===== src/rtl/nc_fetch_responder.sv =====
// Memory-side responder for NC instruction fetches: reads NUM_DW doublewords critical-first and returns one 256-bit line.
// Optional RSP-wait timeout with late-response drain is enabled by defining NC_FETCH_TIMEOUT_EN.
module nc_fetch_responder #(
    parameter int NUM_DW         = 4,
    parameter int TIMEOUT_CYCLES = 1024
) (
    input  logic         clk_i,
    input  logic         rst_i,
    input  logic         req_nc_valid_i,
    input  logic [39:0]  req_nc_vaddr_i,
    output logic         l2_grant_valid_o,
    output logic [255:0] l2_resp_data_o,
    output logic         mem_req_valid_o,
    input  logic         mem_req_ready_i,
    output logic [39:0]  mem_req_addr_o,
    input  logic         mem_rsp_valid_i,
    input  logic [63:0]  mem_rsp_data_i,
    output logic         busy_o,
    output logic         drop_o,
    output logic         timeout_o
);

    typedef enum logic [1:0] {ST_IDLE, ST_REQ, ST_RSP, ST_GRANT} state_t;

    localparam logic [1:0] LAST_CNT = 2'(NUM_DW - 1);

    state_t         state_q;
    logic [34:0]    base_q;
    logic [1:0]     dw0_q;
    logic [1:0]     cnt_q;
    logic [255:0]   line_q;
    logic           grant_q;
    logic           drop_q;
    logic           timeout_q;
    logic           mem_req_valid_q;
    logic [39:0]    mem_req_addr_q;
    logic           rsp_take;
    logic           tout_hit;
    logic           unused_vaddr_bits;

    assign unused_vaddr_bits = ^req_nc_vaddr_i[2:0];

`ifdef NC_FETCH_TIMEOUT_EN
    localparam int TW = $clog2(TIMEOUT_CYCLES) + 1;

    logic [TW-1:0] wait_q;
    logic          drain_q;

    // A pending drain swallows the next response wherever the FSM is.
    assign rsp_take = mem_rsp_valid_i && !drain_q;
    assign tout_hit = (state_q == ST_RSP) && !mem_rsp_valid_i &&
                      (wait_q == TW'(TIMEOUT_CYCLES - 1));

    always_ff @(posedge clk_i) begin
        if (rst_i) begin
            wait_q  <= '0;
            drain_q <= 1'b0;
        end else begin
            if (state_q != ST_RSP) begin
                wait_q <= '0;
            end else if (!mem_rsp_valid_i) begin
                wait_q <= wait_q + 1'b1;
            end
            if (tout_hit) begin
                drain_q <= 1'b1;
            end else if (drain_q && mem_rsp_valid_i) begin
                drain_q <= 1'b0;
            end
        end
    end
`else
    assign rsp_take = mem_rsp_valid_i;
    assign tout_hit = 1'b0;
`endif

    // Handshake: mem_req_valid_o and mem_req_addr_o stay constant from assertion until the
    // cycle mem_req_ready_i is seen high; the beat transfers on that valid&ready cycle only.
    always_ff @(posedge clk_i) begin
        if (rst_i) begin
            state_q         <= ST_IDLE;
            base_q          <= '0;
            dw0_q           <= '0;
            cnt_q           <= '0;
            line_q          <= '0;
            grant_q         <= 1'b0;
            drop_q          <= 1'b0;
            timeout_q       <= 1'b0;
            mem_req_valid_q <= 1'b0;
            mem_req_addr_q  <= '0;
        end else begin
            grant_q   <= 1'b0;
            timeout_q <= 1'b0;
            drop_q    <= req_nc_valid_i && (state_q != ST_IDLE);
            case (state_q)
                ST_IDLE: begin
                    if (req_nc_valid_i) begin
                        base_q          <= req_nc_vaddr_i[39:5];
                        dw0_q           <= req_nc_vaddr_i[4:3];
                        cnt_q           <= '0;
                        mem_req_valid_q <= 1'b1;
                        mem_req_addr_q  <= {req_nc_vaddr_i[39:3], 3'b000};
                        state_q         <= ST_REQ;
                    end
                end
                ST_REQ: begin
                    if (mem_req_ready_i) begin
                        mem_req_valid_q <= 1'b0;
                        state_q         <= ST_RSP;
                    end
                end
                ST_RSP: begin
                    if (rsp_take) begin
                        // The first capture also clears the stale line, so the previous
                        // response stays visible until new data arrives.
                        if (cnt_q == 2'd0) begin
                            line_q <= {192'b0, mem_rsp_data_i};
                        end else begin
                            line_q[{cnt_q, 6'b0} +: 64] <= mem_rsp_data_i;
                        end
                        if (cnt_q == LAST_CNT) begin
                            grant_q <= 1'b1;
                            state_q <= ST_GRANT;
                        end else begin
                            cnt_q           <= cnt_q + 2'd1;
                            mem_req_valid_q <= 1'b1;
                            mem_req_addr_q  <= {base_q, dw0_q + cnt_q + 2'd1, 3'b000};
                            state_q         <= ST_REQ;
                        end
                    end else if (tout_hit) begin
                        line_q    <= '0;
                        grant_q   <= 1'b1;
                        timeout_q <= 1'b1;
                        state_q   <= ST_GRANT;
                    end
                end
                ST_GRANT: begin
                    state_q <= ST_IDLE;
                end
                default: begin
                    state_q <= ST_IDLE;
                end
            endcase
        end
    end

    assign l2_grant_valid_o = grant_q;
    assign l2_resp_data_o   = line_q;
    assign mem_req_valid_o  = mem_req_valid_q;
    assign mem_req_addr_o   = mem_req_addr_q;
    assign busy_o           = (state_q != ST_IDLE);
    assign drop_o           = drop_q;
    assign timeout_o        = timeout_q;

endmodule


===== config.mk =====
export PLATFORM = sky130hd
export DESIGN_NAME = nc_fetch_responder
export DESIGN_NICKNAME = d
export VERILOG_FILES = /design/src/rtl/nc_fetch_responder.sv
export SDC_FILE = /design/constraint.sdc
export NUM_CORES = 1
export LEC_CHECK = 0
export ABC_CLOCK_PERIOD_IN_PS = 2000
export CORE_UTILIZATION = 30
export CTS_CLUSTER_SIZE = 20
export DETAILED_ROUTE_END_ITERATION = 8
export SYNTH_ARGS = -nofsm -noshare
export SYNTH_HDL_FRONTEND = slang
export SYNTH_SLANG_ARGS = --single-unit

===== constraint.sdc =====
create_clock -name clk_i -period 2 [get_ports clk_i]
set_input_delay 0.4 -clock clk_i [delete_from_list [all_inputs] [get_ports clk_i]]
set_output_delay 0.4 -clock clk_i [all_outputs]
set_load 0.03 [all_outputs]

==> results of run 1 <==
[layer usage]
| layer | GRT usage | vias to the layer above |
|---|---|---|
| met3 | 0.0672 | 74 |
| met2 | 0.357 | 521 |
| met5 | 0 | - |
| li1 | - | 6213 |
| met4 | 0.0775 | 0 |
| met1 | 0.259 | 6290 |
[state kept, by name, indices dropped and copies added (netlist names)]
signal / cells
base_q: 35
cnt_q: 2
drop_o: 1
dw0_q: 2
l2_grant_valid_o: 1
l2_resp_data_o: 256
mem_req_addr_o: 37
mem_req_valid_o: 1
state_q: 2
[worst max-delay path by stage]
stage | endpoint | cells after the start | slack, ns | from
4_1_cts | l2_resp_data_o[253] | 1 | 0.00002 | l2_resp_data_o[253]
3_3_place_gp | l2_resp_data_o[151] | 5 | -0.03 | mem_rsp_valid_i
5_1_grt | l2_resp_data_o[7] | 1 | 0.0007 | l2_resp_data_o[7]
2_1_floorplan | l2_resp_data_o[118] | 8 | 0.17 | cnt_q[0]
6_report | l2_resp_data_o[38] | 1 | 0.03 | l2_resp_data_o[38]
3_5_place_dp | l2_resp_data_o[145] | 5 | -0.12 | mem_rsp_valid_i
[worst min-delay path: cells and delay by family]
family | cells | cell delay (ns)
buffers and inverters | 2 | 0.32
AND/OR/NAND/NOR | 1 | 0.14
[power by group through the flow]
stage                     Clock (W)  Combinational, W  Sequential [W]
final                       0.00743           0.00143         0.00697
after global routing        0.00794           0.00153         0.00698
after CTS                   0.00767           0.00144         0.00697
after detailed placement          0           0.00149         0.00711
after global placement            0           0.00148         0.00711
after floorplan                   0          0.000551         0.00730
[repair_timing]
item,in CTS,in global routing
resized for setup,213,44
setup buffers,0,1
pin swaps,0,1
endpoints found under the setup margin,210,98
[logic make-up (layout without fill, tap and decap cells)]
group | count (synthesis) | after routing | share of synthesized area
compound gates | 469 | 469 | 0.186
xor+xnor | 1 | 1 | 0.00180
fa+ha+maj | 6 | 6 | 0.00569
buf+inv | 181 | 531 | 0.0592
flops | 337 | 337 | 0.511
mux | 35 | 35 | 0.0265
other cells | 1 | 4 | 0.000284
simple gates | 533 | 533 | 0.210
[synth_stat cells, drive strengths merged, types with 35 or more instances]
cell	count
clkbuf	95
dfxtp	337
buf	83
nand2	153
a211oi	35
nor3	35
o21ai	180
nand3	120
mux2i	35
a21oi	248
nand4	129
nand2b	56
[stage by stage]
stage          instances  TNS, ns  utilization
2_1_floorplan       1566        0            -
3_3_place_gp        2434    -2.24        0.417
3_5_place_dp        2434    -8.29        0.417
4_1_cts             2500        0        0.442
5_1_grt             2501        0        0.445
6_report            2501        0        0.445
[layout make-up]
| type | count | area (um2) | area share |
|---|---|---|---|
| clock buffer | 52 | 1150 | 0.0597 |
| sequential | 337 | 6750 | 0.351 |
| multi-input combinational | 1048 | 5760 | 0.299 |
| timing repair buffer | 462 | 4650 | 0.242 |
| tap | 585 | 732 | 0.0380 |
| inverter | 3 | 11.3 | 0.000585 |
| clock inverter | 14 | 188 | 0.00975 |
[cells in the final DEF, fill, tap and decap left out, types with 6 or more instances in the layout]
| cell | count |
|---|---|
| dfxtp_1 | 335 |
| a21oi_1 | 248 |
| dlygate4sd2_1 | 209 |
| o21ai_0 | 180 |
| nand2_1 | 152 |
| clkdlybuf4s50_1 | 147 |
| nand4_1 | 129 |
| nand3_1 | 120 |
| nand2b_1 | 55 |
| dlymetal6s2s_1 | 43 |
| clkbuf_16 | 42 |
| mux2i_1 | 35 |
| nor3_1 | 35 |
| a211oi_1 | 35 |
| buf_4 | 35 |
| buf_12 | 26 |
| nor2_1 | 15 |
| clkinv_2 | 7 |
| clkbuf_8 | 6 |
==> key figures, run 1 <==
Run status
  – Outcome: complete, no violations

Global routing
  – Gr usage total: 0.215
  – First-pass GRT wire length: 74700 um
  – Largest net degree at the start of global routing: 143
  – Grt ovf: 0
  – Vias in the first global route: 12400
  – Initial antenna violation count: 0

Pwr
  – VDD IR max: 0.553 mV
  – Total power: 0.0158 W
  – P_sw: about 0.0039 W
  – P_int: 0.0120 W
  – Comb power frac: 0.091
  – Switching part of the total: 0.243
  – Leakage: 8.32 nW
  – Clock share of power: 0.469
  – Flop pwr share: 0.440
  – Cell Pwr Density: 823 nW/um2

Route
  – Wire length on met1: 20200 um
  – Routed length per placed instance: 20.0 um
  – Met3 Wirelength: roughly 4600 um
  – Via-to-Cell Ratio: 5.24
  – Wire length on met2: around 24000 um
  – Iter 0 DRT Violations: 988
  – Vias post-DR: 13100
  – Detail Route Antenna Nets: 0
  – Final WL: 50000 um
  – Highest routed layer: met4
  – Router iterations before antenna repair: 5
  – DRC Markers: 0

Clock tree
  – H-tree Lvls: 2
  – Root Driver: clkbuf_16
  – CTS Buf Count: 40
  – Worst-skew pair later-pin latency: about 0.55 ns
  – Clock sink count: between 300 and 400
  – Hold buffers post-CTS: 0
  – Deepest clock path buffer count: 3
  – Worst-path clk slew: approximately 0.060 ns
  – CTS tree: yes

Synth
  – Synth Area per Inst: 8.45 um2
  – FF+latch count, synth: 337
  – Yosys top cell by area: dfxtp_1
  – Top post-synthesis cells by area: dfxtp_1, a21oi_1, o21ai_0
  – Async SR Flop Fraction: 0
  – Post-synth EDFFs: 0
  – Synth top area share: 0.511
  – Synthesized instance count: 1563
  – Unique cell type count in the Yosys netlist: 37
  – Synth Flop Type: dfxtp_1
  – Cell area after synthesis: about 13000 um2
  – Seq/Total Area, Yosys: 0.511
  – Synth warnings: 0

Final layout
  – Diode count: 0
  – Final layout net count: 2007
  – Fill cells: 4237
  – Final instance area: 19200 um2
  – Layout cell share with drive strength beyond 1: 0.0757
  – Area grow syn2layout: 45.8%

Placed design
  – GPL Wtd Cong: 0.814
  – DP Worst Slack: -0.119 ns
  – DPL Wire Length: ~33000 um
  – PortBufs: 402
  – Post-Place Cell Area: 18000 um2

Timing
  – Relative slew slack: 0.476
  – Final Hold Violating Endpoints: 0
  – Final count of negative-setup-slack endpoints: 0
  – Fin. max-slew vios: 0
  – Min Hold Slack: about 0.39 ns
  – Max Clock Freq: 507 MHz
  – Period utilisation layout: 0.985
  – Minimum clock period: approximately 2.0 ns
  – Worst Max-Slew Pin Slew: 0.786 ns
  – RSZ-0062 raised after global routing: no
  – Clock Skew: 0.0128 ns
  – Final WS setup: 0.0292 ns

Job
  – Max_cap viols: 0

Critical path
  – Reg2reg start: cnt_q[0]
  – Critical Path Fanout Max: 2
  – Reg2Reg Depth: 7
  – Worst setup EP type: output port
  – CP top delay family: buffers and inverters
  – Ordered cell list for the critical path: clkdlybuf4s50_1
  – CP max-delay cell: clkdlybuf4s50_1
  – Critical path buffer and inverter count: 1
  – Data required, critical path: 1.60 ns
  – Delay of the slowest critical-path stage: 0.69 ns
  – Reg2Reg Setup Slack: between 0.15 and 0.2 ns
  – Crit Path Class: reg -> out
  – R2r endpoint: mem_req_addr_o[18]
  – Arrival @ worst endpoint: between 1.5 and 2 ns
  – Startpoint types: flop

Floorplanning
  – Die Height: 212 um
  – Top Ports: 410
  – Die area: approximately 45000 um2
  – Die X-Extent: 212 um
  – Starting density of the core: 0.305
  – Core Region: 43300 um2
  – Std cell rows: 76

Min path
  – Hold Path Class: in -> reg
  – Min-delay src: rst_i
  – Hold path endpoint: state_q[1]
  – WHS Path Cells: 3
No activity file was read; power rests on OpenSTA's default activity.
==> run 2: changes to the inputs <==
--- a/config.mk
+++ b/config.mk
@@ -9,6 +9,7 @@
 export CORE_UTILIZATION = 30
 export CTS_CLUSTER_SIZE = 20
 export DETAILED_ROUTE_END_ITERATION = 8
+export SKIP_LAST_GASP = 1
 export SYNTH_ARGS = -nofsm -noshare
 export SYNTH_HDL_FRONTEND = slang
 export SYNTH_SLANG_ARGS = --single-unit
==> constraint.sdc (replaced) <==
create_clock -name clk_i -period 2 [get_ports clk_i]
set_input_delay 0.4 -clock clk_i [delete_from_list [all_inputs] [get_ports clk_i]]
set_output_delay 0.4 -clock clk_i [all_outputs]
set_load 0.01 [all_outputs]
==> run 2 against run 1 <==
Effect of this change: die area is the same; cell count is the same; fmax grew 2.9%; wire length shrank 0.34%; combinational power shrank 7%; register-to-register slack lost 0.06 ns; critical path depth is the same; via count shrank 0.69%; sequential cell count is the same; setup slack gained 0.055 ns; hold slack lost 0.0075 ns; sequential share of layout area shrank 0.095 points.
==> key figures, run 2 (same netlist as run 1, synthesis figures left out) <==
Run status
  – Outcome: complete, no violations

Timing
  – Max Clock Freq: 522 MHz (+2.9%)
  – Worst Max-Slew Pin Slew: 0.854 ns (+0.0679 ns)
  – Sum of negative setup slack: 0 ns (unchanged)
  – Minimum clock period: 1.92 ns (-0.0552 ns)
  – Period utilisation layout: 0.958 (-0.0276)
  – Final count of negative-setup-slack endpoints: 0 (unchanged)
  – Final Hold Violating Endpoints: 0 (unchanged)
  – RSZ-0062 raised after global routing: yes
  – Fin. max-slew vios: 0 (unchanged)
  – Relative slew slack: 0.431 (-0.0453)
  – Clock Skew: 0.00867 ns (-0.00410 ns)
  – Final WS setup: 0.0844 ns (+0.0552 ns)

Clock tree
  – CTS Buf Count: 40 (unchanged)
  – Root Driver: clkbuf_16
  – Clock sink count: 337 (unchanged)
  – Deepest clock path buffer count: 3 (unchanged)
  – Worst-path clk slew: 0.06 ns (about the same)
  – Hold buffers post-CTS: 0 (unchanged)
  – H-tree Lvls: 2 (unchanged)
  – CTS tree: yes
  – Worst-skew pair later-pin latency: 0.55 ns (about the same)

Final layout
  – Max reg flops: 256 (unchanged)
  – Layout cell share with drive strength beyond 1: 0.0720 (-0.00365)
  – Commonest non-fill, non-tap cell in the layout: clkdlybuf4s50_1
  – Fill cells: 4162 (-1.8%)
  – Commonest cells after routing, fill and taps aside: clkdlybuf4s50_1, dfxtp_1, a21oi_1
  – Diode count: 0 (unchanged)
  – Area grow syn2layout: 46.1%
  – Area occupied by multi-input gates: 5770 um2 (+0.17%)
  – Seq. cell area: 6750 um2 (about the same)
  – Final layout net count: 2007 (unchanged)

Global routing
  – Largest net degree at the start of global routing: 145 (+1.4%)
  – Gr usage total: 0.214 (-0.000950)
  – First-pass GRT wire length: 74200 um (-0.71%)
  – Vias in the first global route: 12200 (-1.3%)
  – Grt ovf: 0 (unchanged)
  – Initial antenna violation count: 0 (unchanged)

Floorplanning
  – Std cell rows: 76 (unchanged)
  – Die area: 44900 um2 (unchanged)
  – Die X-Extent: 212 um (unchanged)
  – Starting density of the core: 0.305 (unchanged)
  – Core Region: 43300 um2 (unchanged)
  – Die Height: 212 um (unchanged)
  – Top Ports: 410 (unchanged)

Route
  – Via-to-Cell Ratio: 5.20 (-0.69%)
  – Routed length per placed instance: 19.9 um (-0.34%)
  – Final WL: 49800 um (-0.34%)
  – Router iterations before antenna repair: 5 (unchanged)
  – Vias post-DR: 13000 (-0.69%)
  – DRC Markers: 0 (unchanged)
  – Detail Route Antenna Nets: 0 (unchanged)
  – Iter 0 DRT Violations: 1028 (+4.0%)

Pwr
  – Comb power frac: 0.087 (-0.004)
  – Clock share of power: 0.458 (-0.011)
  – Cell Pwr Density: 794 nW/um2 (-3.5%)
  – Leakage: 6.50 nW (-22%)
  – VDD IR max: 0.474 mV (-14%)
  – P_int: 0.0117 W (-2.7%)
  – P_sw: 0.00366 W (-5.0%)
  – Flop pwr share: 0.455 (+0.015)
  – Switching part of the total: 0.239 (-0.00439)

Critical path
  – Reg2reg start: cnt_q[0]
  – Critical path buffer and inverter count: 1 (unchanged)
  – Delay of the slowest critical-path stage: 0.63 ns (-0.06 ns)
  – Crit Path Class: reg -> out
  – CP max-delay cell: clkdlybuf4s50_1
  – Critical Path Fanout Max: 2 (unchanged)
  – Arrival @ worst endpoint: 1.52 ns (-0.05 ns)
  – Worst setup EP type: output port
  – Setup crit start: l2_resp_data_o[239]
  – Ordered cell list for the critical path: clkdlybuf4s50_1
  – Startpoint types: flop
  – CP top delay family: buffers and inverters
  – Data required, critical path: 1.60 ns (about the same)

Placed design
  – GPL Wtd Cong: 0.797 (-2.1%)
  – DPL Wire Length: 32700 um (+0.12%)
  – PortBufs: 402 (unchanged)
  – DP Worst Slack: -0.107 ns (+0.0121 ns)

Min path
  – Hold Path Class: in -> reg
  – Min-delay src: rst_i

Job
  – Max_cap viols: 0 (unchanged)
==> run 2: cell count changes in the layout (fill, tap and decap cells not counted), sizes merged, moves of 2 or more <==
cell and change:
buf -2, bufinv -3, clkbuf +6, clkdlybuf4s50 +253
clkinv -4, dlygate4sd2 -209, dlymetal6s2s -43
==> run 2: path summary, 6_finish.rpt <==
| kind | endpoint | slack (ns) | cells past startpoint |
|---|---|---|---|
| setup reg to reg | l2_resp_data_o[254] | 0.10 | 7 |
| hold reg to reg | l2_resp_data_o[53] | 0.45 | 2 |
| hold / removal | state_q[1] | 0.38 | 3 |
| setup / recovery | l2_resp_data_o[239] | 0.08 | 1 |
==> run 2: final cells by class <==
class | instances | area share
inverters | 3 | 0.000584
repair buffers | 462 | 0.248
multi-input cells | 1048 | 0.299
clock buffers | 58 | 0.0607
clock inverters | 8 | 0.00383
well taps | 585 | 0.0379
flip-flops and latches | 337 | 0.350
==> run 2: repair_timing <==
| item | in CTS | in global routing |
|---|---|---|
| resized for setup | 3 | 3 |
| pin swaps | 1 | 1 |
| hold endpoints to repair | 0 | 0 |
| endpoints found under the setup margin | 6 | 65 |
| setup buffers | 0 | 1 |
| cloned | 0 | 0 |
==> run 2: through the flow <==
stage / cells / hold slack [ns] / total power [W] / instance area (um2) / utilization
6_report: 2501 / 0.378 / 0.0153 / 19300 / 0.446
5_1_grt: 2501 / 0.386 / 0.0159 / 19300 / 0.446
4_1_cts: 2500 / 0.354 / 0.0155 / 19300 / 0.445
3_5_place_dp: 2434 / 0.445 / 0.00843 / 18000 / 0.417
3_3_place_gp: 2434 / 0.438 / 0.00841 / 18000 / 0.417
2_1_floorplan: 1566 / 0.436 / 0.00768 / 13200 / -
==> run 2: power groups by stage <==
| stage | Clock, W | Combinational (W) | Sequential, W |
|---|---|---|---|
| after global placement | 0 | 0.00131 | 0.00711 |
| after global routing | 0.00749 | 0.00142 | 0.00698 |
| final | 0.00702 | 0.00133 | 0.00697 |
| after CTS | 0.00722 | 0.00133 | 0.00697 |
| after detailed placement | 0 | 0.00132 | 0.00711 |
| after floorplan | 0 | 0.000541 | 0.00714 |
==> run 2: metal layers <==
metal / global-route usage / wire, um / up-vias
li1: - / - / 6219
met1: 0.263 / 20500 / 6227
met2: 0.350 / 23400 / 479
met3: 0.0727 / 4670 / 83
met4: 0.0652 / 1250 / 0
met5: 0 / 0 / -
